$ cat config.mk
export PLATFORM = sky130hd
export DESIGN_NAME = rst_seq
export DESIGN_NICKNAME = d
export VERILOG_FILES = /design/src/rtl/rst_seq.sv
export SDC_FILE = /design/constraint.sdc
export NUM_CORES = 1
export LEC_CHECK = 0
export CAP_MARGIN = 5
export CORE_ASPECT_RATIO = 0.5
export CORE_MARGIN = 2
export CORE_UTILIZATION = 30
export CTS_CLUSTER_DIAMETER = 100
export DETAILED_ROUTE_END_ITERATION = 8
export SLEW_MARGIN = 20
export SYNTH_ARGS = -nofsm -noshare
export SYNTH_HDL_FRONTEND = slang
export SYNTH_SLANG_ARGS = --single-unit
$ cat constraint.sdc
create_clock -name clk -period 3.35 [get_ports clk]
set_input_delay 0.335 -clock clk [delete_from_list [all_inputs] [get_ports clk]]
set_output_delay 0.335 -clock clk [all_outputs]
set_load 0.05 [all_outputs]
$ cat src/rtl/rst_seq.sv
// Staged reset sequencer: waits for a stable PLL lock, then releases the
// downstream reset domains one by one; lock loss or a software request re-runs it.
module rst_seq #(
  parameter int NUM_STG  = 4,
  parameter int LOCK_CYC = 8,
  parameter int STG_DLY  = 16,
  parameter int HOLD_CYC = 32
) (
  input  logic               clk,
  input  logic               rst_asyn,
  input  logic               pll_lock,
  input  logic               sw_rst_req,
  output logic [NUM_STG-1:0] rst_n_out,
  output logic               seq_done,
  output logic               busy
);

  localparam int MAXC = (LOCK_CYC > STG_DLY) ?
                        ((LOCK_CYC > HOLD_CYC) ? LOCK_CYC : HOLD_CYC) :
                        ((STG_DLY  > HOLD_CYC) ? STG_DLY  : HOLD_CYC);
  localparam int CW = $clog2(MAXC) + 1;
  localparam int IW = $clog2(NUM_STG) + 1;

  typedef enum logic [1:0] {WAIT_LOCK, RELEASE, DONE, HOLD} state_t;

  state_t        state;
  logic [CW-1:0] cnt;
  logic [IW-1:0] idx;
  logic          abort;

  assign abort = !pll_lock || sw_rst_req;

  always_ff @(posedge clk or negedge rst_asyn) begin
    if (!rst_asyn) begin
      state     <= WAIT_LOCK;
      cnt       <= '0;
      idx       <= '0;
      rst_n_out <= '0;
      seq_done  <= 1'b0;
      busy      <= 1'b1;
    end else begin
      case (state)
        WAIT_LOCK: begin
          if (!pll_lock) cnt <= '0;
          else if (cnt == CW'(LOCK_CYC - 1)) begin
            state <= RELEASE;
            cnt   <= '0;
            idx   <= '0;
          end else cnt <= cnt + CW'(1);
        end
        RELEASE: begin
          // abort wins over a release falling on the same edge
          if (abort) begin
            state     <= HOLD;
            cnt       <= '0;
            rst_n_out <= '0;
            seq_done  <= 1'b0;
            busy      <= 1'b1;
          end else if (cnt == CW'(STG_DLY - 1)) begin
            cnt <= '0;
            idx <= idx + IW'(1);
            for (int i = 0; i < NUM_STG; i++)
              if (idx == IW'(i)) rst_n_out[i] <= 1'b1;
            if (idx == IW'(NUM_STG - 1)) begin
              state    <= DONE;
              seq_done <= 1'b1;
              busy     <= 1'b0;
            end
          end else cnt <= cnt + CW'(1);
        end
        DONE: begin
          if (abort) begin
            state     <= HOLD;
            cnt       <= '0;
            rst_n_out <= '0;
            seq_done  <= 1'b0;
            busy      <= 1'b1;
          end
        end
        HOLD: begin
          // fixed-length hold; lock and requests are deliberately not sampled
          if (cnt == CW'(HOLD_CYC - 1)) begin
            state <= WAIT_LOCK;
            cnt   <= '0;
          end else cnt <= cnt + CW'(1);
        end
        default: begin
          state     <= WAIT_LOCK;
          cnt       <= '0;
          idx       <= '0;
          rst_n_out <= '0;
          seq_done  <= 1'b0;
          busy      <= 1'b1;
        end
      endcase
    end
  end

endmodule

# Word level (Yosys, flattened, before mapping)
# Cells that the tools add are included.
[totals]
output_inout_bits = 6
ff_bits = 17
[op_classes]
n_reduce_logical = 12
muxes = 37
n_addsub = 2
eq_ne = 20
[ops]
columns = ["op", "count"]
rows = [
  ["2-to-1 mux 6 bit", 6],
  ["case mux 6 bit (4 select lines)", 1],
  ["AND reduction 4 bit", 4],
  ["!= test 3 bit, second input constant", 5],
  ["2-to-1 mux 2 bit", 7],
  ["2-to-1 mux 3 bit", 4],
  ["2-to-1 mux 4 bit", 3],
  ["!= test 2 bit, second input constant", 6],
  ["2-to-1 mux 1 bit", 11],
  ["case mux 2 bit (4 select lines)", 1],
  ["case mux 4 bit (2 select lines)", 1],
  ["adder 6 x 1 -> 6 bit, second input constant", 1],
  ["equality test 3 x 2 -> 1 bit, second input constant", 2],
  ["equality test 6 x 3 -> 1 bit, second input constant", 1],
  ["equality test 6 x 4 -> 1 bit, second input constant", 1],
  ["equality test 6 x 5 -> 1 bit, second input constant", 1],
  ["case mux 3 bit (2 select lines)", 1],
  ["AND reduction 6 bit", 1],
  ["AND reduction 5 bit", 1],
  ["equality test 2 bit, second input constant", 2],
  ["case mux 1 bit (2 select lines)", 2],
  ["nonzero test 2 bit", 2],
  ["adder 3 x 1 -> 3 bit, second input constant", 1],
  ["equality test 3 x 1 -> 1 bit, second input constant", 1],
  ["5 further kinds", 5],
]

# Longest topological paths before layout
[depth]
depth_word = 5
ltp_mapped = 8
depth_no_buf = 7

# Least setup slack after synthesis
# Ideal clock, no wire load.
[synth_timing]
path_kind = "register to register"
startpoint = "reg state[0]"
endpoint = "reg state[1]"
t_required_ps = 3223
t_arrival_ps = 1739
setup_slack_ps = 1483
stages_incl_launch_ff = 7
setup_ps = 127
synth_period_minus_slack_ps = 1867
n_path_buf = 0
cell_sequence = "dfrtp_1 -> inv_1 -> ha_1 -> and3b_1 -> a211o_2 -> nand3_2 -> mux2_1"
[synth_between]
elab_chain_len = 3
[synth_rtl]
columns = ["item", "line_no", "rtl"]
rows = [
  ["start, declared", "26", "state_t state;"],
  ["start signal, assigned", "35", "state <= WAIT_LOCK;"],
  ["start signal, assigned", "46", "state <= RELEASE;"],
  ["start signal, assigned", "54", "state <= HOLD;"],
  ["equality test 2 x 1 -> 1 bit (tied with other cells)", "42", "case (state)"],
  ["!= test 3 bit (no line) or != test 2 bit (tied branches)", "--", ""],
  ["AND reduction 6 bit (no line)", "--", ""],
]
# Several ways; a longest one is shown, not always the timed one.
# A chain may end at the register's enable or synchronous reset.

# Worst setup path after layout
# Same ends and word-level chain as after synthesis.

==> impl_metrics.env <==
export IMPL_status="finished clean"
export IMPL_synth_compound_area_share_pct=16.3
export IMPL_synth_area_mux_share_pct=5.57
export IMPL_cts_sinks=16
export IMPL_setup_tns_ns=0
export IMPL_synth_xor_area_share_pct=0
export IMPL_drv_slew=0
export IMPL_cp_depth=6
export IMPL_post_cts_setup_buffers=0
export IMPL_reg2reg_slack_ns=1.29
export IMPL_worstHoldPathType="in2async"
export IMPL_synthToLayoutAreaGrowth_pct=15.8
export IMPL_n_antenna_cell=0
export IMPL_worstSkewPairLatency_ns=0.26
export IMPL_synthesis_area_sq_um=1120
export IMPL_gp_congestion=0.824
export IMPL_fin_skew_ns=0.00223
export IMPL_cp_data_arrival_time_ns=2.20
export IMPL_grt_use_total_pct=11.8
export IMPL_initial_core_util_pct=32.0
export IMPL_seqCellArea_sq_um=402
export IMPL_cts_resized_gates=0
export IMPL_yosys_area_share_simple_pct=25.0
export IMPL_post_route_period_util_pct=61.5
export IMPL_synth_top_family_by_area="simple AND/OR/NAND/NOR gates"
export IMPL_power_density_nw_per_um2=712
export IMPL_cp_endpoint="state[1]$_DFFE_PN0P_"
export IMPL_required_ns=3.49
export IMPL_viasPerCell=4.86
export IMPL_p_comb_share_pct=50.9
export IMPL_clkTransAtPathRegs_ns=0.07
export IMPL_hold_viol_final=0
export IMPL_antenna_found_initial=0
export IMPL_ys_async_sr_fraction_pct=100
export IMPL_synth_edf_count=0
export IMPL_drive_gt1_share_pct=8.40
export IMPL_yosysSeqAreaShare_pct=35.8
export IMPL_clock_path_buffers=2
export IMPL_drc_errors=0
export IMPL_max_cap_viol_count=0
export IMPL_crit_buf_inv=1
export IMPL_path_cells="inv_1, ha_1, and3b_1, a211o_2, nand3_2, mux2_1"
export IMPL_switching_share_pct=43.1
export IMPL_drtPass1Iterations=4
export IMPL_drt_iter0_drc=42
export IMPL_dpl_hpwl_um=1650
export IMPL_die_y_um=47.3
export IMPL_grt_max_degree=17
export IMPL_rsz0062_at_grt="no"
export IMPL_die_x_um=90.5
export IMPL_setup_violations_final=0
export IMPL_synth_fa_ha_area_share_pct=12.3
export IMPL_grt_pass1_wl_um=3800
export IMPL_post_route_util_pct=37.0
export IMPL_ys_seq_elements=16
export IMPL_synth_cell_types=39
export IMPL_slowest_stage="dfrtp_1"
export IMPL_nFillCells=361
export IMPL_gr_total_overflow=0
export IMPL_coreArea_sq_um=3510
export IMPL_row_count=15
export IMPL_cts_hold_buf=0
export IMPL_place_port_buffers=9
export IMPL_via_count=885
export IMPL_relSlewSlack_pct=51.8
export IMPL_synth_main_ff_cell="dfrtp_1"
export IMPL_tightest_slew_ns=0.720
export IMPL_cp_startpoint="state[0]$_DFFE_PN0P_"
export IMPL_critPathKind="reg2reg"
export IMPL_power_internal_w=0.000526
export IMPL_critPathLaunchType="register"
export IMPL_ios=10
export IMPL_period_minus_slack_ns=2.06
export IMPL_syn_avg_cell_area_sq_um=9.20
export IMPL_cp_top_family="flip-flops"
export IMPL_syn_nets=137
export IMPL_pwr_share_clk_pct=19.1
export IMPL_multi_input_area_sq_um=663
export IMPL_cts_made_buffers=3
export IMPL_end_kind="register"
export IMPL_die_area_sq_um=4280
export IMPL_fmax_ghz=0.485
export IMPL_p_sw_w=0.000399
export IMPL_crit_reg2reg_launch="state[0]$_DFFE_PN0P_"
export IMPL_cts_tree="yes"
export IMPL_nets=147
export IMPL_power_frac_seq_pct=29.9
export IMPL_reg2reg_to="state[1]$_DFFE_PN0P_"
export IMPL_slowest_delay_ns=0.41
export IMPL_p_leak_nw=0.584
export IMPL_cts_root_buf="clkbuf_8"
export IMPL_h_tree_depth=1
export IMPL_antenna_left=0
export IMPL_rr_worst_depth=6
export IMPL_ir_worst_vdd_uv=254
export IMPL_wirelength_um=2260
export IMPL_grt_pass1_vias=803
export IMPL_worstPathMaxFanout=8
export IMPL_ys_warn_count=0
export IMPL_routedWlPerCell_um=12.4
export IMPL_synthCells=122
-- worst min path at each step --
stage                                        start                  endpoint
after floorplan                           rst_asyn        cnt[0]$_DFFE_PN0P_
after CTS                 rst_n_out[1]$_DFFE_PN0P_  rst_n_out[1]$_DFFE_PN0P_
after global routing            cnt[1]$_DFFE_PN0P_        cnt[1]$_DFFE_PN0P_
after detailed placement  rst_n_out[1]$_DFFE_PN0P_  rst_n_out[1]$_DFFE_PN0P_
after global placement          cnt[1]$_DFFE_PN0P_        cnt[1]$_DFFE_PN0P_
final                                     rst_asyn        cnt[5]$_DFFE_PN0P_
-- logic make-up after synthesis --
| kind of cell | count (synthesis) |
|---|---|
| AND/OR/NAND/NOR | 50 |
| adder cells (fa/ha/maj) | 11 |
| flip-flops | 16 |
| AO/OA/AOI/OAI | 28 |
| multiplexers | 6 |
| buffers and inverters | 11 |
-- cells in the mapped netlist (2+ instances only) --
library cell | number | area, sq um
a21o_1 | 2 | 15.0
dfrtp_1 | 15 | 375
o21ai_1 | 9 | 45.0
mux2i_1 | 4 | 40.0
a31oi_1 | 6 | 37.5
or3_1 | 2 | 12.5
nor2_1 | 7 | 26.3
ha_1 | 11 | 138
o21ai_0 | 2 | 10.0
nand3_1 | 5 | 25.0
a21oi_1 | 3 | 15.0
nand2b_1 | 3 | 18.8
buf_4 | 2 | 15.0
nand3b_1 | 2 | 15.0
nand2_1 | 17 | 63.8
nor2b_1 | 2 | 12.5
mux2_1 | 2 | 22.5
inv_1 | 7 | 26.3
-- placed cells by master (no fill, tap or decap), types with 2 or more instances in the layout --
| cell | count |
|---|---|
| a31oi_1 | 6 |
| clkdlybuf4s50_1 | 9 |
| nor2b_1 | 2 |
| o21ai_0 | 2 |
| or3_1 | 2 |
| nand3_1 | 5 |
| a21o_1 | 2 |
| ha_1 | 11 |
| nand2_1 | 17 |
| dfrtp_1 | 15 |
| nor2_1 | 7 |
| inv_1 | 7 |
| clkbuf_8 | 4 |
| o21ai_1 | 9 |
| nand2b_1 | 3 |
| nand3b_1 | 2 |
| a21oi_1 | 3 |
| mux2_1 | 2 |
| mux2i_1 | 4 |
-- power groups by stage --
stage                     Clock [W]  Combinational, W  Sequential (W)
final                      0.000177          0.000471        0.000277
after global routing       0.000194          0.000522        0.000282
after CTS                  0.000186          0.000476        0.000277
after detailed placement          0          0.000473        0.000280
after global placement            0          0.000473        0.000278
after floorplan                   0          0.000327        0.000320
-- per-layer routing --
layer,global-route usage [%],vias to the layer above,share of wire [%]
met5,0,-,0
met4,6.46,0,1.8
met3,2.89,5,2.7
met2,19.4,9,44
met1,15.0,419,52
li1,-,452,-
-- per-stage QoR --
step	instance area [sq um]	hold slack [ns]	instances	worst slack, ns	power [W]
global placement	1240	0.494	178	1.31	0.000752
finish	1300	0.507	182	1.29	0.000925
detailed placement	1240	0.492	178	1.28	0.000753
floorplan	1120	0.0394	122	1.48	0.000647
global route	1300	0.556	182	1.19	0.000998
CTS	1300	0.512	182	1.29	0.000939
-- final cells by class --
type | instances | area share [%]
tap | 51 | 4.91
multi-input combinational | 95 | 51.0
inverter | 7 | 2.02
timing repair buffer | 9 | 6.93
clock buffer | 4 | 4.23
sequential | 16 | 30.9
-- sequential cells by signal (all words and copies together), names as in the netlist --
register   count
busy           1
state          2
idx            3
rst_n_out      4
cnt            6
Power figures use the tool's default switching activity.
